<file path="src/rtl/vdp_reg_write_arbiter.sv">
// vdp_reg_write_arbiter: merges host writes and FIFO-buffered copper writes onto one registered register-file write port (define VDP_ARB_COPPER_BYPASS_EN for empty-FIFO copper bypass)
module vdp_reg_write_arbiter #(
  parameter int FIFO_DEPTH = 4,
  parameter int HOST_BURST_MAX = 3
) (
  input  logic        clk,
  input  logic        reset,
  input  logic        host_write_en,
  input  logic [5:0]  host_write_address,
  input  logic [15:0] host_write_data,
  output logic        host_write_ready,
  input  logic        copper_write_en,
  input  logic [5:0]  copper_write_address,
  input  logic [15:0] copper_write_data,
  output logic        copper_write_ready,
  output logic        copper_overflow,
  output logic        reg_write_en,
  output logic [5:0]  reg_write_address,
  output logic [15:0] reg_write_data
);
  localparam int AW = $clog2(FIFO_DEPTH);
  localparam int BW = HOST_BURST_MAX > 0 ? $clog2(HOST_BURST_MAX + 1) : 1;
  logic [21:0] mem [FIFO_DEPTH];
  logic [AW-1:0] wr_ptr, rd_ptr;
  logic [AW:0] count;
  logic [BW-1:0] burst;
  logic fifo_empty, fifo_full, host_grant, copper_grant, bypass, push, grant_any;
  always_comb begin
    fifo_empty = count == '0;
    fifo_full = count == (AW+1)'(FIFO_DEPTH);
    host_grant = host_write_en && (fifo_empty || burst < BW'(HOST_BURST_MAX));
    copper_grant = !host_grant && !fifo_empty;
`ifdef VDP_ARB_COPPER_BYPASS_EN
    bypass = fifo_empty && copper_write_en && !host_grant;
`else
    bypass = 1'b0;
`endif
    push = copper_write_en && !fifo_full && !bypass;
    grant_any = host_grant || copper_grant || bypass;
    host_write_ready = host_grant;
    copper_write_ready = !fifo_full;
  end
  always_ff @(posedge clk)
    if (push) mem[wr_ptr] <= {copper_write_address, copper_write_data};
  always_ff @(posedge clk) begin
    if (reset) begin
      count <= '0;
      wr_ptr <= '0;
      rd_ptr <= '0;
      burst <= '0;
      copper_overflow <= 1'b0;
      reg_write_en <= 1'b0;
      reg_write_address <= '0;
      reg_write_data <= '0;
    end else begin
      count <= count + (AW+1)'(push) - (AW+1)'(copper_grant);
      if (push) wr_ptr <= wr_ptr + AW'(1);
      if (copper_grant) rd_ptr <= rd_ptr + AW'(1);
      if (copper_write_en && fifo_full) copper_overflow <= 1'b1;
      if (copper_grant || fifo_empty) burst <= '0;
      else if (host_grant && burst < BW'(HOST_BURST_MAX)) burst <= burst + BW'(1);
      reg_write_en <= grant_any;
      if (grant_any)
        {reg_write_address, reg_write_data} <= host_grant ? {host_write_address, host_write_data} :
                                               copper_grant ? mem[rd_ptr] :
                                               {copper_write_address, copper_write_data};
    end
  end
endmodule
</file>
<file path="config.mk">
export PLATFORM = sky130hd
export DESIGN_NAME = vdp_reg_write_arbiter
export DESIGN_NICKNAME = d
export VERILOG_FILES = /design/src/rtl/vdp_reg_write_arbiter.sv
export SDC_FILE = /design/constraint.sdc
export NUM_CORES = 1
export LEC_CHECK = 0
export ABC_AREA = 1
export CAP_MARGIN = 20
export CORE_ASPECT_RATIO = 0.5
export CORE_MARGIN = 4
export CORE_UTILIZATION = 55
export DETAILED_ROUTE_END_ITERATION = 7
export DONT_BUFFER_PORTS = 1
export PLACE_DENSITY = 0.66
export SYNTH_ARGS = -nofsm -noshare
export SYNTH_HDL_FRONTEND = slang
export SYNTH_SLANG_ARGS = --single-unit
</file>
<file path="constraint.sdc">
create_clock -name clk -period 3.4 [get_ports clk]
set_input_delay 0.17 -clock clk [delete_from_list [all_inputs] [get_ports clk]]
set_output_delay 0.17 -clock clk [all_outputs]
set_load 0.01 [all_outputs]
</file>
== After elaboration in Yosys (flattened, before gate mapping) ==
Memory sizes are Yosys's and may differ from the RTL's. A register that Yosys moved wholly into a read port is not among the register bits.
Cells that the tools add are included.
Word-level totals
  bits in latches: 0
  memories: 1
  ROM bits: 0
  logic and storage cells: 35
  bits in registers: 33
  RAM bits: 88
Operators by class
  add/subtract/negate cells: 5
  magnitude comparators: 1
  reduce and logical (&&, ||, !) cells: 13
  $mul: 0
  div/mod/pow operators: 0
  equality and inequality tests: 1
  shift-type cells: 0
  multiplexer cells: 6
  bitwise operators: 0
Memories
  mem: words 4, width 22, rd ports 1, clocked after memory_dff 1, write ports 1, line 23  | logic [21:0] mem [FIFO_DEPTH];
Operator list (number)
  22-bit 2-to-1 mux: 2
  2-bit by 1-bit adder with 2-bit output, second input constant: 3
  1-bit logical AND: 5
  2-bit 2-to-1 mux: 2
  3-bit by 1-bit adder with 3-bit output: 1
  3-bit == test, second input constant: 1
  1-bit zero test: 3
  3-bit zero test: 1
  1-bit logical OR: 3
  3-bit by 1-bit subtractor with 3-bit output: 1
  2-bit less-than comparator, second input constant: 1
  1-bit 2-to-1 mux: 2
  2-bit OR reduction: 1

== Logic depth before layout (Yosys ltp) ==
  depth after elaboration: 7
  mapped depth: 11
  gate-level depth less buffers: 11

== Least setup slack after synthesis ==
OpenSTA, ideal clock, no wires.
  kind: register to register
  from: reg count[1]
  to: mem mem[0][0] (enable)
  arrival: 1.659 ns
  stages on the path, launching flop included: 5
  path slack: 1.340 ns
  buffers on the path: 0
  required time: 2.999 ns
  period minus slack after synthesis: 2.060 ns
  path through: dfxtp_1 nor2_4 nand2_1 nand2_2 nor2_1
On the way
  cells in the longest elaborated chain, start to end: 5
RTL lines
  from (decl): line 25  | logic [AW:0] count;
  from (signal assigned): line 56  | count <= count + (AW+1)'(push) - (AW+1)'(copper_grant);
  3-bit == test: line 30  | fifo_full = count == (AW+1)'(FIFO_DEPTH);
  1-bit zero test
  via copper_write_ready: line 15  | output logic copper_write_ready,
  1-bit logical AND: line 38  | push = copper_write_en && !fifo_full && !bypass;
  1-bit 2-to-1 mux: line 44  | if (push) mem[wr_ptr] <= {copper_write_address, copper_write_data};
  1-bit 2-to-1 mux (not written as such): line 44
  to (decl): line 23
The timed path passes the listed nets, and every way through them passes these cells.

== Worst setup path after layout ==
  from: reg count[1]
  to: reg count[2]
On the way
  elaborated cells between the ends (all ways): 11
RTL lines (line)
  3-bit == test: 30
  1-bit zero test
  via copper_write_ready: 15
  1-bit logical AND: 38
  3-bit by 1-bit adder with 3-bit output: 56
  3-bit by 1-bit subtractor with 3-bit output: 56
The timed path passes the listed nets, and every way through them passes these cells.
A chain may end at the register's enable or synchronous reset.

==> flow_summary_export.csv <==
group,metric,value,unit
sta,post-route-min-period,2.448,ns
power_and_ir_drop,power.leakage,2.652,nW
synthesis,syn_area,5446,um2
sta,final-hold-violation-count,0,
sta,maxSlewHeadroom,0.4937,
placed_design,place_congestion,0.7624,
drt,top_layer_used,"met4",
setup_path,critPathTopFamily,"simple AND/OR/NAND/NOR gates",
floorplanning,dieArea,11660,um2
cts,cts_tree,"done",
cts,cts_root_buffer,"clkbuf_16",
final_layout,n_fill_cell,749,
sta,rsz0062_at_grt,"false",
global_routing,grt_pass1_vias,3354,
synthesis,synthesis.nets,641,
power_and_ir_drop,p_int,0.003355,W
power_and_ir_drop,p_per_area,773.2,nW/um2
synthesis,ys_ff_latch,123,
sta,setup_violations,0,
cts,clkTransAtPathRegs,0.06,ns
synthesis,syn_inst,585,
cts,insertion_delay,0.41,ns
floorplanning,fp.dieW,148.7,um
setup_path,crit_chain,"nor2_4 -> nand2_1 -> nand2_2 -> ha_1 -> inv_1 -> ha_1 -> fa_1 -> xor2_1 -> nor2_1",
setup_path,start_kind,"flip-flop",
placed_design,dp.final_hpwl,6615,um
drt,dr_wl_met2,4504,um
flow_run,maxCapViolCount,0,
global_routing,grt_max_degree,44,
setup_path,cpMostUsedCell,"ha_1",
synthesis,yosysTopAreaCell,"edfxtp_1",
cts,cts_sinks,123,
drt,drt_first_pass_iters,5,
final_layout,nets,666,
synthesis,netlist_top_cells_count,"nor2_1 (122), nand2_1 (119), edfxtp_1 (88)",
sta,final_max_slew_viol_count,0,
synthesis,yosysMostFrequentCell,"nor2_1",
global_routing,grtUsageTotal,0.1965,
drt,routed_wl,10770,um
drt,dr_wl_met3,970,um
synthesis,yosys_warnings,0,
setup_path,critPathCaptureType,"flip-flop",
cts,numCtsBuffers,17,
setup_path,path_max_fanout,25,
power_and_ir_drop,p_comb_frac,0.222,
sta,finalCritPeriodShare,0.7199,
setup_path,arrival,2.74,ns
synthesis,syn_avg_cell_area,9.310,um2
power_and_ir_drop,power_frac_clock,0.365,
power_and_ir_drop,ir_worst_vdd,0.3936,mV
floorplanning,fp.dieH,78.37,um
synthesis,synth-edff-count,88,
placed_design,place_area,5494,um2
synthesis,synth_top_area_frac,0.4852,
floorplanning,start_util,0.5709,
setup_path,crit_buf_inv,1,
sta,clock_skew,0.009064,ns
synthesis,ys.flop_type,"edfxtp_1",
setup_path,required,3.69,ns
power_and_ir_drop,swShare,0.3185,
synthesis,yosysSeqAreaShare,0.6138,
synthesis,synthArstFlopShare,0,
setup_path,slowest_delay,0.50,ns
cts,clock_path_buffers,2,
final_layout,post-route-util,0.6673,
floorplanning,row_count,25,
hold_path,worst_hold_path_type,"in2reg",
global_routing,grt_pass1_wl,17280,um
power_and_ir_drop,pwr-share-seq,0.412,
floorplanning,io_pins,74,
status,status,"finished, final reports clean",
drt,drt-met1-wl,5227,um
drt,wire_per_inst,14.18,um
drt,vias,3680,
drt,vias_per_cell,4.848,
setup_path,crit_type,"reg2reg",
final_layout,stdcell_area,6366,um2
drt,ant_nets,0,
drt,drc,0,
placed_design,portBuffers,0,
cts,cts-htree-levels,4,
sta,tightest_slew,0.7548,ns
final_layout,area_growth,16.88,%
synthesis,ys_types,25,
final_layout,drive_gt1_frac,0.08186,
cts,cts_setup_buffers,0,
sta,max_freq,0.4085,GHz
global_routing,gr-total-overflow,0,
setup_path,cp_slowest_cell,"nor2_4",
sta,tns,0,ns
synthesis,synth.area.top_cells,"edfxtp_1 (49%), dfxtp_1 (13%), nor2_1 (8.4%)",
global_routing,antenna_found_initial,1,
power_and_ir_drop,p_sw,0.001568,W
drt,drt_iter0_markers,224,
floorplanning,core,9540,um2
[timing repair]
item | CTS | global route
endpoints found under the hold margin | 99 | 0
hold buffers | 27 | 0
resized for setup | 0 | 0
[worst reg2reg max path, cell delays in order (launching register included)]
cell,delay (ns)
dfxtp_1,0.36
nor2_4,0.50
nand2_1,0.25
nand2_2,0.25
ha_1,0.18
inv_1,0.04
ha_1,0.18
fa_1,0.38
xor2_1,0.16
nor2_1,0.05
[registers in the layout (all words and copies together) (netlist names), 2 cells and up, named ones only]
name and cells:
mem 88, reg_write_data 16, reg_write_address 6, count 3
burst 2, rd_ptr 2, wr_ptr 2
[metrics by stage]
step                hold WS (ns)  worst slack (ns)  instances  power (W)
floorplan                 0.2370             1.340        585   0.002898
global placement          0.2403             1.049        699   0.003083
detailed placement        0.2427            0.9783        699   0.003112
CTS                     0.007967            0.9523        758   0.004958
global route             0.03624            0.7404        759   0.005229
finish                   0.02524            0.9523        759   0.004922
[final cells by class]
cell class                 instances  area, um2  share of cell area
antenna                            1      2.502           0.0003931
clock buffer                      18      429.2             0.06741
clock inverter                    14      170.2             0.02673
inverter                          84      315.3             0.04953
multi-input combinational        351       1620              0.2545
sequential                       123       3344              0.5254
tap                              135      168.9             0.02653
timing repair buffer              33      315.3             0.04953
[power groups by stage]
stage / Combinational [W] / Sequential, W / Clock (W)
after floorplan: 0.000904 / 0.00199 / 0
after global placement: 0.00103 / 0.00205 / 0
after detailed placement: 0.00105 / 0.00206 / 0
after CTS: 0.00110 / 0.00203 / 0.00183
after global routing: 0.00126 / 0.00206 / 0.00191
final: 0.00109 / 0.00203 / 0.00180
[logic make-up (layout without fill, tap and decap cells)]
logic type / after synthesis / in the layout / synth area share
AO/OA/AOI/OAI: 10 / 10 / 0.009878
XOR/XNOR: 3 / 3 / 0.004825
adder cells (fa/ha/maj): 8 / 8 / 0.01976
buffers and inverters: 111 / 149 / 0.09051
flip-flops: 123 / 123 / 0.6138
other: 0 / 1 / 0
AND/OR/NAND/NOR: 330 / 330 / 0.2612
[worst paths after layout]
check	from	end	slack (ns)	depth (start not counted)
min	host_write_data[8]	reg_write_data[8]	0.03	4
max	count[1]	count[2]	0.95	9
max reg2reg	count[1]	count[2]	0.95	9
min reg2reg	burst[0]	burst[0]	0.43	1
[layer usage]
metal / track usage / vias up
li1: - / 1911
met1: 0.2786 / 1653
met2: 0.2829 / 109
met3: 0.08074 / 7
met4: 0.04749 / 0
met5: 0 / -
[cell usage in the layout (no fill, tap or decap), types with 4 or more instances in the layout]
master and count:
inv_1 78, dlygate4sd3_1 27, o21ai_0 8, inv_2 4
edfxtp_1 88, nor2_1 118, ha_1 7, dfxtp_1 34
nand3_1 41, clkbuf_16 17, nand4_1 23, nor2_2 4
buf_4 6, or2_1 18, nand2_1 119
Note: power is estimated with default switching activity, not from simulation.
